--- src/rtl/vx_prefetch_pkg.sv ---
// Shared types and throttle thresholds for the per-bank next-line prefetch issuer.
// The threshold decision is a pure function so the throttle stays a thin register wrapper.
package vx_prefetch_pkg;

   typedef enum logic [0:0] {
      ST_IDLE  = 1'b0,
      ST_ISSUE = 1'b1
   } pf_state_e;

   typedef enum logic [1:0] {
      THR_HOLD = 2'd0,
      THR_UP   = 2'd1,
      THR_DOWN = 2'd2
   } thr_action_e;

   // Usefulness ratio thresholds: raise at >= 3/4 used, lower below 1/4 used.
   localparam int unsigned THR_DEN      = 32'd4;
   localparam int unsigned THR_UP_NUM   = 32'd3;
   localparam int unsigned THR_DOWN_NUM = 32'd1;

   function automatic thr_action_e thr_decide(input int unsigned use_cnt,
                                              input int unsigned window);
      thr_action_e act;
      if (use_cnt * THR_DEN >= window * THR_UP_NUM) begin
         act = THR_UP;
      end else if (use_cnt * THR_DEN < window * THR_DOWN_NUM) begin
         act = THR_DOWN;
      end else begin
         act = THR_HOLD;
      end
      return act;
   endfunction

endpackage

--- src/rtl/vx_prefetch_throttle.sv ---
// Adaptive burst-degree controller: counts used-bit feedback over fixed windows
// and nudges the prefetch degree up or down by one at each window boundary.
module vx_prefetch_throttle
   import vx_prefetch_pkg::*;
#(
   parameter int unsigned MAX_DEGREE  = 4,
   parameter int unsigned MIN_DEGREE  = 1,
   parameter int unsigned INIT_DEGREE = 2,
   parameter int unsigned WINDOW      = 64,
   localparam int unsigned DEG_W      = $clog2(MAX_DEGREE + 1)
) (
   input  logic             clk,
   input  logic             reset,
   input  logic             fb_valid,
   input  logic             fb_used,
   output logic [DEG_W-1:0] degree
);

   localparam int unsigned CNT_W = $clog2(WINDOW) + 1;

   logic [CNT_W-1:0] win_cnt_q, win_cnt_d;
   logic [CNT_W-1:0] use_cnt_q, use_cnt_d;
   logic [DEG_W-1:0] degree_q, degree_d;
   logic [CNT_W-1:0] win_inc_s;
   logic [CNT_W-1:0] use_inc_s;

   // Window accounting; the closing event is counted before the decision is taken.
   always_comb begin
      win_cnt_d = win_cnt_q;
      use_cnt_d = use_cnt_q;
      degree_d  = degree_q;
      win_inc_s = win_cnt_q + CNT_W'(1);
      use_inc_s = use_cnt_q + CNT_W'(fb_used);
      if (fb_valid) begin
         if (win_inc_s == CNT_W'(WINDOW)) begin
            win_cnt_d = '0;
            use_cnt_d = '0;
            case (thr_decide(32'(use_inc_s), WINDOW))
               THR_UP: begin
                  if (degree_q < DEG_W'(MAX_DEGREE)) begin
                     degree_d = degree_q + DEG_W'(1);
                  end else begin
                     degree_d = degree_q;
                  end
               end
               THR_DOWN: begin
                  if (degree_q > DEG_W'(MIN_DEGREE)) begin
                     degree_d = degree_q - DEG_W'(1);
                  end else begin
                     degree_d = degree_q;
                  end
               end
               default: degree_d = degree_q;
            endcase
         end else begin
            win_cnt_d = win_inc_s;
            use_cnt_d = use_inc_s;
         end
      end else begin
         win_cnt_d = win_cnt_q;
         use_cnt_d = use_cnt_q;
      end
   end

   // Throttle state registers.
   always_ff @(posedge clk or posedge reset) begin
      if (reset) begin
         win_cnt_q <= '0;
         use_cnt_q <= '0;
         degree_q  <= DEG_W'(INIT_DEGREE);
      end else begin
         win_cnt_q <= win_cnt_d;
         use_cnt_q <= use_cnt_d;
         degree_q  <= degree_d;
      end
   end

   assign degree = degree_q;

endmodule

--- src/rtl/vx_prefetch_issuer.sv ---
// Next-line prefetch issuer: on an accepted demand-miss trigger, emits a burst of
// sequential line prefetches whose length is the throttle degree at acceptance time.
module vx_prefetch_issuer
   import vx_prefetch_pkg::*;
#(
   parameter int unsigned LINE_ADDR_WIDTH = 26,
   parameter int unsigned MAX_DEGREE      = 4,
   parameter int unsigned MIN_DEGREE      = 1,
   parameter int unsigned INIT_DEGREE     = 2,
   parameter int unsigned WINDOW          = 64,
   localparam int unsigned DEG_W          = $clog2(MAX_DEGREE + 1)
) (
   input  logic                       clk,
   input  logic                       reset,
   input  logic                       trig_valid,
   input  logic [LINE_ADDR_WIDTH-1:0] trig_addr,
   output logic                       trig_ready,
   output logic                       pf_valid,
   output logic [LINE_ADDR_WIDTH-1:0] pf_addr,
   output logic                       pf_prefetch,
   input  logic                       pf_ready,
   input  logic                       fb_valid,
   input  logic                       fb_used,
   output logic [DEG_W-1:0]           degree,
   output logic [31:0]                perf_pf_issued
);

   pf_state_e                  state_q, state_d;
   logic [LINE_ADDR_WIDTH-1:0] next_addr_q, next_addr_d;
   logic [DEG_W-1:0]           remaining_q, remaining_d;
   logic [31:0]                perf_q, perf_d;
   logic [DEG_W-1:0]           degree_s;
   logic                       trig_ready_s;

   vx_prefetch_throttle #(
      .MAX_DEGREE  (MAX_DEGREE),
      .MIN_DEGREE  (MIN_DEGREE),
      .INIT_DEGREE (INIT_DEGREE),
      .WINDOW      (WINDOW)
   ) u_throttle (
      .clk      (clk),
      .reset    (reset),
      .fb_valid (fb_valid),
      .fb_used  (fb_used),
      .degree   (degree_s)
   );

   // Burst FSM; the degree sampled here is the registered (pre-update) value.
   always_comb begin
      state_d      = state_q;
      next_addr_d  = next_addr_q;
      remaining_d  = remaining_q;
      perf_d       = perf_q;
      trig_ready_s = 1'b0;
      case (state_q)
         ST_IDLE: begin
            trig_ready_s = 1'b1;
            if (trig_valid) begin
               next_addr_d = trig_addr + LINE_ADDR_WIDTH'(1);
               remaining_d = degree_s;
               state_d     = ST_ISSUE;
            end else begin
               state_d = ST_IDLE;
            end
         end
         ST_ISSUE: begin
            if (pf_ready) begin
               next_addr_d = next_addr_q + LINE_ADDR_WIDTH'(1);
               remaining_d = remaining_q - DEG_W'(1);
               perf_d      = perf_q + 32'd1;
               if (remaining_q == DEG_W'(1)) begin
                  state_d = ST_IDLE;
               end else begin
                  state_d = ST_ISSUE;
               end
            end else begin
               state_d = ST_ISSUE;
            end
         end
         default: begin
            state_d = ST_IDLE;
         end
      endcase
   end

   // FSM and datapath registers.
   always_ff @(posedge clk or posedge reset) begin
      if (reset) begin
         state_q     <= ST_IDLE;
         next_addr_q <= '0;
         remaining_q <= '0;
         perf_q      <= '0;
      end else begin
         state_q     <= state_d;
         next_addr_q <= next_addr_d;
         remaining_q <= remaining_d;
         perf_q      <= perf_d;
      end
   end

   assign trig_ready     = trig_ready_s & ~reset;
   assign pf_valid       = (state_q == ST_ISSUE);
   assign pf_prefetch    = (state_q == ST_ISSUE);
   assign pf_addr        = next_addr_q;
   assign degree         = degree_s;
   assign perf_pf_issued = perf_q;

endmodule

--- config.mk ---
export PLATFORM = sky130hd
export DESIGN_NAME = vx_prefetch_issuer
export DESIGN_NICKNAME = d
export VERILOG_FILES = /design/src/rtl/vx_prefetch_pkg.sv /design/src/rtl/vx_prefetch_throttle.sv /design/src/rtl/vx_prefetch_issuer.sv
export SDC_FILE = /design/constraint.sdc
export NUM_CORES = 1
export LEC_CHECK = 0
export ABC_AREA = 1
export BUFFER_PORTS_ARGS = -buffer_cell sky130_fd_sc_hd__buf_2
export CORE_ASPECT_RATIO = 0.5
export CORE_MARGIN = 1
export CORE_UTILIZATION = 35
export DETAILED_ROUTE_END_ITERATION = 12
export GPL_ROUTABILITY_DRIVEN = 0
export GPL_TIMING_DRIVEN = 0
export SYNTH_ARGS = -nofsm -noshare
export SYNTH_HDL_FRONTEND = slang
export SYNTH_SLANG_ARGS = --single-unit
--- constraint.sdc ---
create_clock -name clk -period 7.3 [get_ports clk]
set_clock_uncertainty 0.15 [all_clocks]
set_input_delay 0.73 -clock clk [delete_from_list [all_inputs] [get_ports clk]]
set_output_delay 0.73 -clock clk [all_outputs]
set_load 0.01 [all_outputs]
---- Word-level counts from Yosys, hierarchy flattened ----
Index checks and enable logic that the tools add are counted.
word-level totals
  register bits ........................... 79
  output and inout bits ................... 64
  input bits .............................. 32
  word-level logic and storage cells ...... 54
cells by class
  add/sub/neg operators ................... 8
  reductions and logical operators ........ 4
  order comparisons ....................... 4
  bitwise logic cells ..................... 3
  muxes and demuxes ....................... 20
  equality and inequality tests ........... 8
operators by type and width
  cell                     number
  $add A26 B1 Y26 const B  2
  $mux W26                 2
  $pmux W26 S2             1
  $add A32 B1 Y32 const B  1
  $mux W7                  2
  $mux W3                  4
  $pmux W3 S2              2
  $ge A9 B8 Y1 const B     1
  $lt A9 B7 Y1 const B     1
  $mux W2                  4
  $add A7 B1 Y7            1
  $add A7 B1 Y7 const B    1
  $eq A7 B7 Y1 const B     1
  $sub A3 B1 Y3 const B    2
  $reduce_and A5 Y1        1
  $mux W1                  4
  $ne A2 B1 Y1 const B     2
  $ne A2 B2 Y1 const B     2
  $reduce_and A2 Y1        2
  $add A3 B1 Y3 const B    1
  $eq A3 B1 Y1 const B     1
  $gt A3 B1 Y1 const B     1
  $lt A3 B3 Y1 const B     1
  $eq A2 B1 Y1 const B     1
  5 further kinds          6

---- Depth between registers and ports, before layout ----
Gate-level depths: netlist (run 1).
  depth after elaboration ................. 9
  mapped depth ............................ 15
  mapped depth without buffers ............ 13

---- By module ----
Synthesis (run 1) repeated with hierarchy kept, for this count alone.
second synthesis, totals
  cells, all modules ...................... 677
  area, all modules ....................... 5098.6 sq um
modules (own cells, without submodules)
  module                area an instance (sq um)  cells an instance  times used
  vx_prefetch_issuer    3993.8                    541                1
  vx_prefetch_throttle  1104.8                    136                1

---- Worst setup path after synthesis (run 1) ----
Ideal clock, no wire load.
  path type ............................... input to register
  start point ............................. input port fb_used
  end point ............................... register u_throttle.degree_q[2] (netlist: u_throttle.degree[2])
  library setup time ...................... 117 ps
  data arrival time ....................... 2012 ps
  path buffers ............................ 0
  required time ........................... 7033 ps
  stages on the path ...................... 12
  slack ................................... 5020 ps
  path through ............................ ha_1 ha_1 nand3_1 nand2_1 nand2_1 nand3_1 nand3_1 nand2_1 nor2_1 nand2_1 nand2_1 nand2_1
on the way
  longest elaborated chain between the ends .. 9
  elaborated cells between the ends (all ways) .. 14
  those cells by class .................... add/sub (1); order compare (2); eq/ne (4); mux (5); reduce/logical (2)
RTL lines
  what                                                                 RTL line                    source
  start: declaration                                                   vx_prefetch_issuer.sv:23    input logic fb_used,
  $add A7 B1 Y7 *                                                      vx_prefetch_throttle.sv:33  use_inc_s = use_cnt_q + CNT_W'(fb_used);
  $lt A9 B7 Y1                                                         vx_prefetch_pkg.sv:26       end else if (use_cnt * THR_DEN < window * THR_DOWN_NUM) begin
  $mux W2                                                              vx_prefetch_pkg.sv:26
  $mux W2 *                                                            vx_prefetch_pkg.sv:24       if (use_cnt * THR_DEN >= window * THR_UP_NUM) begin
  $mux W2 *                                                            vx_prefetch_throttle.sv:35  if (win_inc_s == CNT_W'(WINDOW)) begin
  $mux W2 *                                                            vx_prefetch_throttle.sv:34  if (fb_valid) begin
  $eq A2 B2 Y1 or $eq A2 B1 Y1 (tied branches)                         vx_prefetch_throttle.sv:38  case (thr_decide(32'(use_inc_s), WINDOW))
  $ne A2 B1 Y1 (no source line) or $reduce_bool A2 Y1 (tied branches)  -
  $reduce_and A5 Y1 (no source line)                                   -
  end signal: assignment                                               vx_prefetch_throttle.sv:70  degree_q <= DEG_W'(INIT_DEGREE);
  end signal: assignment                                               vx_prefetch_throttle.sv:74  degree_q <= degree_d;
  end: declaration                                                     vx_prefetch_throttle.sv:23  logic [DEG_W-1:0] degree_q, degree_d;
Mark *: on every way between the ends. The rest lies on a longest branch, timed or not. The select of a mux whose other input is x is not followed.
A chain may end at the register's enable or synchronous reset.

---- Worst setup path after layout (run 1) ----
  start point ............................. register state_q (netlist: pf_prefetch)
  end point ............................... register next_addr_q[22] (netlist: pf_addr[22])
on the way
  longest elaborated chain between the ends .. 3
  elaborated cells between the ends (all ways) .. 5
  those cells by class .................... eq/ne (2); mux (1); bitwise (1); reduce/logical (1)
RTL lines
  what                                RTL line                  source
  start: declaration                  vx_prefetch_issuer.sv:28  pf_state_e state_q, state_d;
  start signal: assignment            vx_prefetch_issuer.sv:94  state_q <= state_d;
  $not A1 Y1                          -
  $ne A2 B2 Y1 (no source line)       -
  $reduce_and A2 Y1 (no source line)  -
  end signal: assignment              vx_prefetch_issuer.sv:95  next_addr_q <= next_addr_d;
  end: declaration                    vx_prefetch_issuer.sv:29  logic [LINE_ADDR_WIDTH-1:0] next_addr_q, next_addr_d;
Parallel ways exist; a longest one is shown, timed or not.

==> impl_results.md, run 1 <==
* Status: finished clean
* Via-to-Cell Ratio at 4.645
* Largest net degree at the start of global routing at 56
* Post-Syn Instances at 720
* Gr usage total at 0.1823
* Top post-synthesis cells by area: dfrtp_1 (38%), nand2_1 (17%), inv_1 (5.7%), nor2_1 (4.7%), xor2_1 (4.4%)
* Post-route DRC violation count at 0
* Fill cell count at 1494
* YS warnings at 0
* Cell Rows at 31
* IO Pins at 96
* Setup TNS at 0 ns
* Sequential fraction of the synthesis area at 0.3804
* Post-CTS sizing at 0
* CTS tree: built
* Clock Path Buffers at 2
* Unique masters post-synth at 39
* Slowest cell on the critical path: dfrtp_1
* Hold Crit Class: input pin to asynchronous set/reset pin
* Synth area leader: dfrtp_1
* Final HPWL DP at 10130 um
* Drt pass-1 iters at 5
* Worst slew pin tran at 0.6173 ns
* Routed wire per std cell at 12.97 um
* Initial core utilization at 0.3594
* # port buffers at 94
* Clk pin slew, worst setup/hold paths at 0.06 ns
* Highest cell delay on the worst timing path at 0.42 ns
* Count leader, synth: nand2_1
* Max Clk Rate at 421.9 MHz
* Initial antenna violation count at 0
* Die area at 15380 sq um
* CTS Hold Bufs at 0
* Core box area at 14470 sq um
* Root Buffer: clkbuf_16
* Cell Pwr Density at 344.0 nW/um^2
* Width of the die at 174.4 um
* Fin crit period at 2.370 ns
* Post-CTS setup buffers at 0
* Htree depth at 3
* Num CTS Buffers at 9
* Drt initial violations at 323
* Number of global-route vias before repair at 4530
* DR vias at 4780
* Asr flop ratio synth at 1.000
* Worst Path Buf+Inv at 2
* Main synth FF type: dfrtp_1
* Syn Std Cell Area at 5200 sq um
* Crit share post-route at 0.3247
* Post-synth top area share at 0.3754
* Total Nets Final at 868
* Clock Sinks at 79
* Crit path DAT at 2.42 ns
* Dpl cell area at 5948 sq um
* Kind of end point of the critical path: register
* Clk Latency, worst-skew pair at 0.34 ns
* Layout area overhead at 21.20%
* Commonest cells post-synth: nand2_1 (233), inv_1 (79), dfrtp_1 (78)
* First-pass GRT wire length at 22250 um
* Crit-path max FO at 8
* Startpoint types: register
* Setup CP Type: register to register
* Leak pwr at 3.125 nW
* Worst EP required at 7.35 ns
* # setup viols final at 0
* RSZ-0062 raised after global routing: no
* Worst path cell trace: buf_6, o21a_1, inv_1, ha_1, nand2_1, nor2_4, nand3_2, nor2_4, nand3_1, nand3_1, o21ai_1
* Syn_area_per_cell at 7.222 sq um
* Rel. slew slack at 0.5884
* CP delay by family, top: simple AND/OR/NAND/NOR gates
* Final non-filler cell area at 6302 sq um
* Number of synthesized flops with an enable pin at 0
* Max cap viols at 0
* Synth Net Count at 762
* Fin. max-slew vios at 0
* Antenna Nets Post-Route at 0
* Max rail drop VDD at 143.7 uV
* Final Hold Fails at 0
* GRT overflow at 0
* DIE HEIGHT at 88.19 um
* Synth Register Bits at 79
* # diodes at 0
* Final WL at 13350 um
* Layout cell share with drive strength beyond 1 at 0.2286
## worst register-to-register path: cells and delay by family, from the launching register on
family	cells	cell delay (ns)
DFF	1	0.42
AOI/OAI and AO/OA	2	0.33
buffers and inverters	2	0.30
adders and majority gates	1	0.27
and+or+nand+nor	6	0.79
## cells in the final DEF (no fill, tap or decap), types with 2 or more instances in the layout
master,synthesis,final
a21oi_1,7,7
a31oi_1,7,7
and2_1,3,3
buf_2,5,99
buf_4,2,2
buf_6,5,5
bufinv_16,0,3
clkbuf_1,5,5
clkbuf_16,0,9
dfrtp_1,78,78
ha_1,10,10
inv_1,79,78
inv_2,7,7
inv_6,1,2
nand2_1,233,233
nand2_2,16,16
nand3_1,45,45
nand3_2,3,3
nand3b_1,6,6
nand4_1,11,11
nor2_1,65,65
nor2_2,13,13
nor2_4,7,7
nor3_1,10,10
nor3_2,3,3
o21ai_0,25,25
o21ai_1,11,11
o21ai_2,8,8
o21ai_4,2,2
o21bai_1,4,4
o22ai_1,5,5
or2_2,2,2
xnor2_1,9,9
xor2_1,26,26
## power by group
part,switching [mW],internal (mW)
Clock,0.187,0.345
Sequential,0.105,0.563
Combinational,0.613,0.355
## registers in the layout, summed over array words and instances (netlist names)
signal	flops
perf_pf_issued	32
pf_addr	26
pf_prefetch	1
remaining_q	3
u_throttle.degree	3
u_throttle.use_cnt_q	7
u_throttle.win_cnt_q	7
## cell type report
class / instances / area (sq um) / area share
multi-input cells: 536 / 2755 / 0.4372
flip-flops and latches: 79 / 1978 / 0.3139
repair buffers: 95 / 498.0 / 0.07902
inverters: 87 / 334.1 / 0.05301
well taps: 198 / 247.7 / 0.03931
clock buffers: 10 / 239.0 / 0.03792
plain buffers: 18 / 135.1 / 0.02144
clock inverters: 6 / 115.1 / 0.01826
## final timing paths
path | start | endpoint | slack (ns) | cells after the start
max | pf_prefetch$_DFF_PP0_ | pf_addr[22]$_DFFE_PP0P_ | 4.93 | 11
min | reset | u_throttle.use_cnt_q[3]$_DFFE_PP0P_ | 0.22 | 2
min reg2reg | u_throttle.use_cnt_q[0]$_DFFE_PP0P_ | u_throttle.use_cnt_q[0]$_DFFE_PP0P_ | 0.34 | 2
max reg2reg | pf_prefetch$_DFF_PP0_ | pf_addr[22]$_DFFE_PP0P_ | 4.93 | 11
max in group asynchronous | reset | u_throttle.degree[1]$_DFFE_PP1P_ | 6.17 | 3
min in group clk | u_throttle.use_cnt_q[0]$_DFFE_PP0P_ | u_throttle.use_cnt_q[0]$_DFFE_PP0P_ | 0.34 | 2
## cells by family (layout without fill, tap and decap cells)
logic type / count (synthesis) / in the layout / share of synthesized area
compound gates: 72 / 72 / 0.08590
fa+ha+maj: 10 / 10 / 0.02406
simple gates: 419 / 419 / 0.3609
xor+xnor: 35 / 35 / 0.05895
buf+inv: 105 / 216 / 0.08975
flops: 79 / 79 / 0.3804
## per-stage QoR
stage                     setup slack [ns]  power, mW  cells  utilization  hold slack (ns)
after global placement               3.208      1.626   1012       0.4091           0.3186
after detailed placement             4.692      1.647   1013       0.4111           0.3328
after floorplan                      4.398      1.361    720            -           0.3028
after CTS                            4.926      2.188   1029       0.4356           0.2303
after global routing                 4.689      2.352   1029       0.4356           0.2476
final                                4.930      2.168   1029       0.4356           0.2235
## layer usage
metal	GRT usage	up-vias	wire length (um)
met5	0	-	0
met4	0.03828	0	121
met3	0.03906	13	553
met2	0.3075	99	6044
met1	0.2429	2189	6630
li1	-	2479	-
No activity file was read; power rests on OpenSTA's default activity.
==> inputs of run 2 (changes only) <==
- clock period: 7.3 -> 2.4 ns (I/O delays scaled with it)
==> run 2 against run 1 <==
Final area is 0.50% lower. Maximum frequency grew 8.7%. Via count rose by 0.69%. Die area unchanged. Largest power group unchanged. Clock-buffer cell count decreased by 1. Global-route usage decreased by 0.083 points. Utilization fell by 0.22 points. Highest routed layer unchanged.
==> impl_results.md, run 2 (synthesis results as in run 1) <==
* Largest net degree at the start of global routing at 28
* Fin crit period at 2.181 ns
* Highest routing layer actually used: met4
* Clock Path Buffers at 2
* # diodes at 0
* Crit-path max FO at 8
* Post-route insts no fill at 1031
* Commonest non-fill, non-tap cell in the layout: nand2_1
* Layout cell share with drive strength beyond 1 at 0.2329
* Leak pwr at 3.104 nW
* Kind of end point of the critical path: register
* Initial antenna violation count at 0
* Post-CTS setup buffers at 0
* Leading cell types in the layout, fill and taps excluded: nand2_1 (233), buf_2 (99), dfrtp_1 (78)
* Gr usage total at 0.1815
* Clk pin slew, worst setup/hold paths at 0.07 ns
* Post-layout util at 0.4335
* Final WL at 13350 um
* Final HPWL DP at 10300 um
* GRT overflow at 0
* DR vias at 4813
* # port buffers at 94
* Width of the die at 174.4 um
* Hold Crit Class: input pin to register
* Antenna Nets Post-Route at 0
* Setup CP Type: register to register
* Htree depth at 3
* CTS tree: built
* WL met1 at 6448 um
* DIE HEIGHT at 88.19 um
* Clk Latency, worst-skew pair at 0.34 ns
* Max cap viols at 0
* Layout area overhead at 20.60%
* Setup TNS at 0 ns
* Setup WS post-layout at 0.2189 ns
* Initial core utilization at 0.3594
* Crit path DAT at 2.24 ns
* Clock Sinks at 79
* Root Buffer: clkbuf_16
* First-pass GRT wire length at 21960 um
* Total Nets Final at 870
* Cell Pwr Density at 1015 nW/um^2
* Final Hold Fails at 0
* Num CTS Buffers at 9
* Drt initial violations at 254
* Length of routed met2 wiring at 6106 um
* Fin. max-slew vios at 0
* Cell Rows at 31
* Worst slew pin tran at 0.6318 ns
* Pre-CTS WS at 0.02409 ns
* Max Clk Rate at 458.5 MHz
* Max rail drop VDD at 403.3 uV
* Die area at 15380 sq um
* Drt pass-1 iters at 5
* Rel. slew slack at 0.5779
* Via-to-Cell Ratio at 4.668
* Worst EP required at 2.46 ns
* Overall power at 6.364 mW
* # setup viols final at 0
* Total length of routed met3 wires at 628 um
* Routed wire per std cell at 12.94 um
* IO Pins at 96
* Crit share post-route at 0.9088
* RSZ-0062 raised after global routing: no
* Post-route DRC violation count at 0
* Core box area at 14470 sq um
* Startpoint types: register
* Status: finished clean
* Dpl cells at 1014
* Largest register FFs at 32
* Number of global-route vias before repair at 4564
==> run 2: changes by cell type in the layout (fill, tap and decap cells not counted), sizes merged <==
| cell | delta |
|---|---|
| clkbuf | -1 |
| buf | +1 |
| dlygate4sd3 | +1 |
| inv | +4 |
| bufinv | -3 |
==> run 2: power breakdown <==
| group | leakage, nW | switching, mW | internal [mW] |
|---|---|---|---|
| Sequential | 0.995 | 0.317 | 1.71 |
| Clock | 0.144 | 0.626 | 0.726 |
| Combinational | 1.97 | 1.88 | 1.10 |
==> run 2: timing repair <==
action	in CTS	in global routing
hold buffers	1	0
gates resized for setup	0	4
setup endpoints to repair	0	6
endpoints found under the hold margin	25	0
==> run 2: critical path, cell delays in order (launching register included) <==
cell,delay (ns)
dfrtp_1,0.41
buf_6,0.17
o21a_2,0.27
inv_2,0.10
ha_4,0.17
nand2_1,0.10
nor2_4,0.13
nand3_2,0.13
nor2_4,0.17
nand3_1,0.09
nand3_1,0.09
o21ai_1,0.07
==> run 2: layout make-up <==
class | count | area, sq um
Buffer | 18 | 135.1
Clock buffer | 9 | 225.2
Clock inverter | 7 | 60.06
Fill cell | 1518 | 8197
Inverter | 87 | 335.3
Multi-Input combinational cell | 536 | 2769
Sequential cell | 79 | 1978
Tap cell | 198 | 247.7
Timing Repair Buffer | 97 | 520.5
==> run 2: worst paths after layout <==
kind | startpoint | endpoint | slack (ns) | cells past startpoint
setup / recovery | pf_prefetch$_DFF_PP0_ | pf_addr[22]$_DFFE_PP0P_ | 0.22 | 11
max in group asynchronous | reset | perf_pf_issued[26]$_DFFE_PP0P_ | 0.96 | 5
setup reg to reg | pf_prefetch$_DFF_PP0_ | pf_addr[22]$_DFFE_PP0P_ | 0.22 | 11
hold reg to reg | u_throttle.use_cnt_q[0]$_DFFE_PP0P_ | u_throttle.use_cnt_q[0]$_DFFE_PP0P_ | 0.34 | 2
hold / removal | trig_valid | pf_prefetch$_DFF_PP0_ | 0.05 | 3
min in group asynchronous | reset | u_throttle.use_cnt_q[0]$_DFFE_PP0P_ | 0.38 | 3
==> run 2: metal layers <==
layer | track usage | vias up
met5 | 0 | -
met4 | 0.05183 | 0
met3 | 0.03819 | 14
met2 | 0.3129 | 100
met1 | 0.2325 | 2208
li1 | - | 2491
==> run 2: metrics by stage <==
stage | hold slack, ns | cell area [sq um]
2_1_floorplan | 0.2437 | 5204
3_3_place_gp | 0.3174 | 5922
3_5_place_dp | 0.2138 | 5962
4_1_cts | 0.03825 | 6257
5_1_grt | 0.06510 | 6271
6_report | 0.04981 | 6271
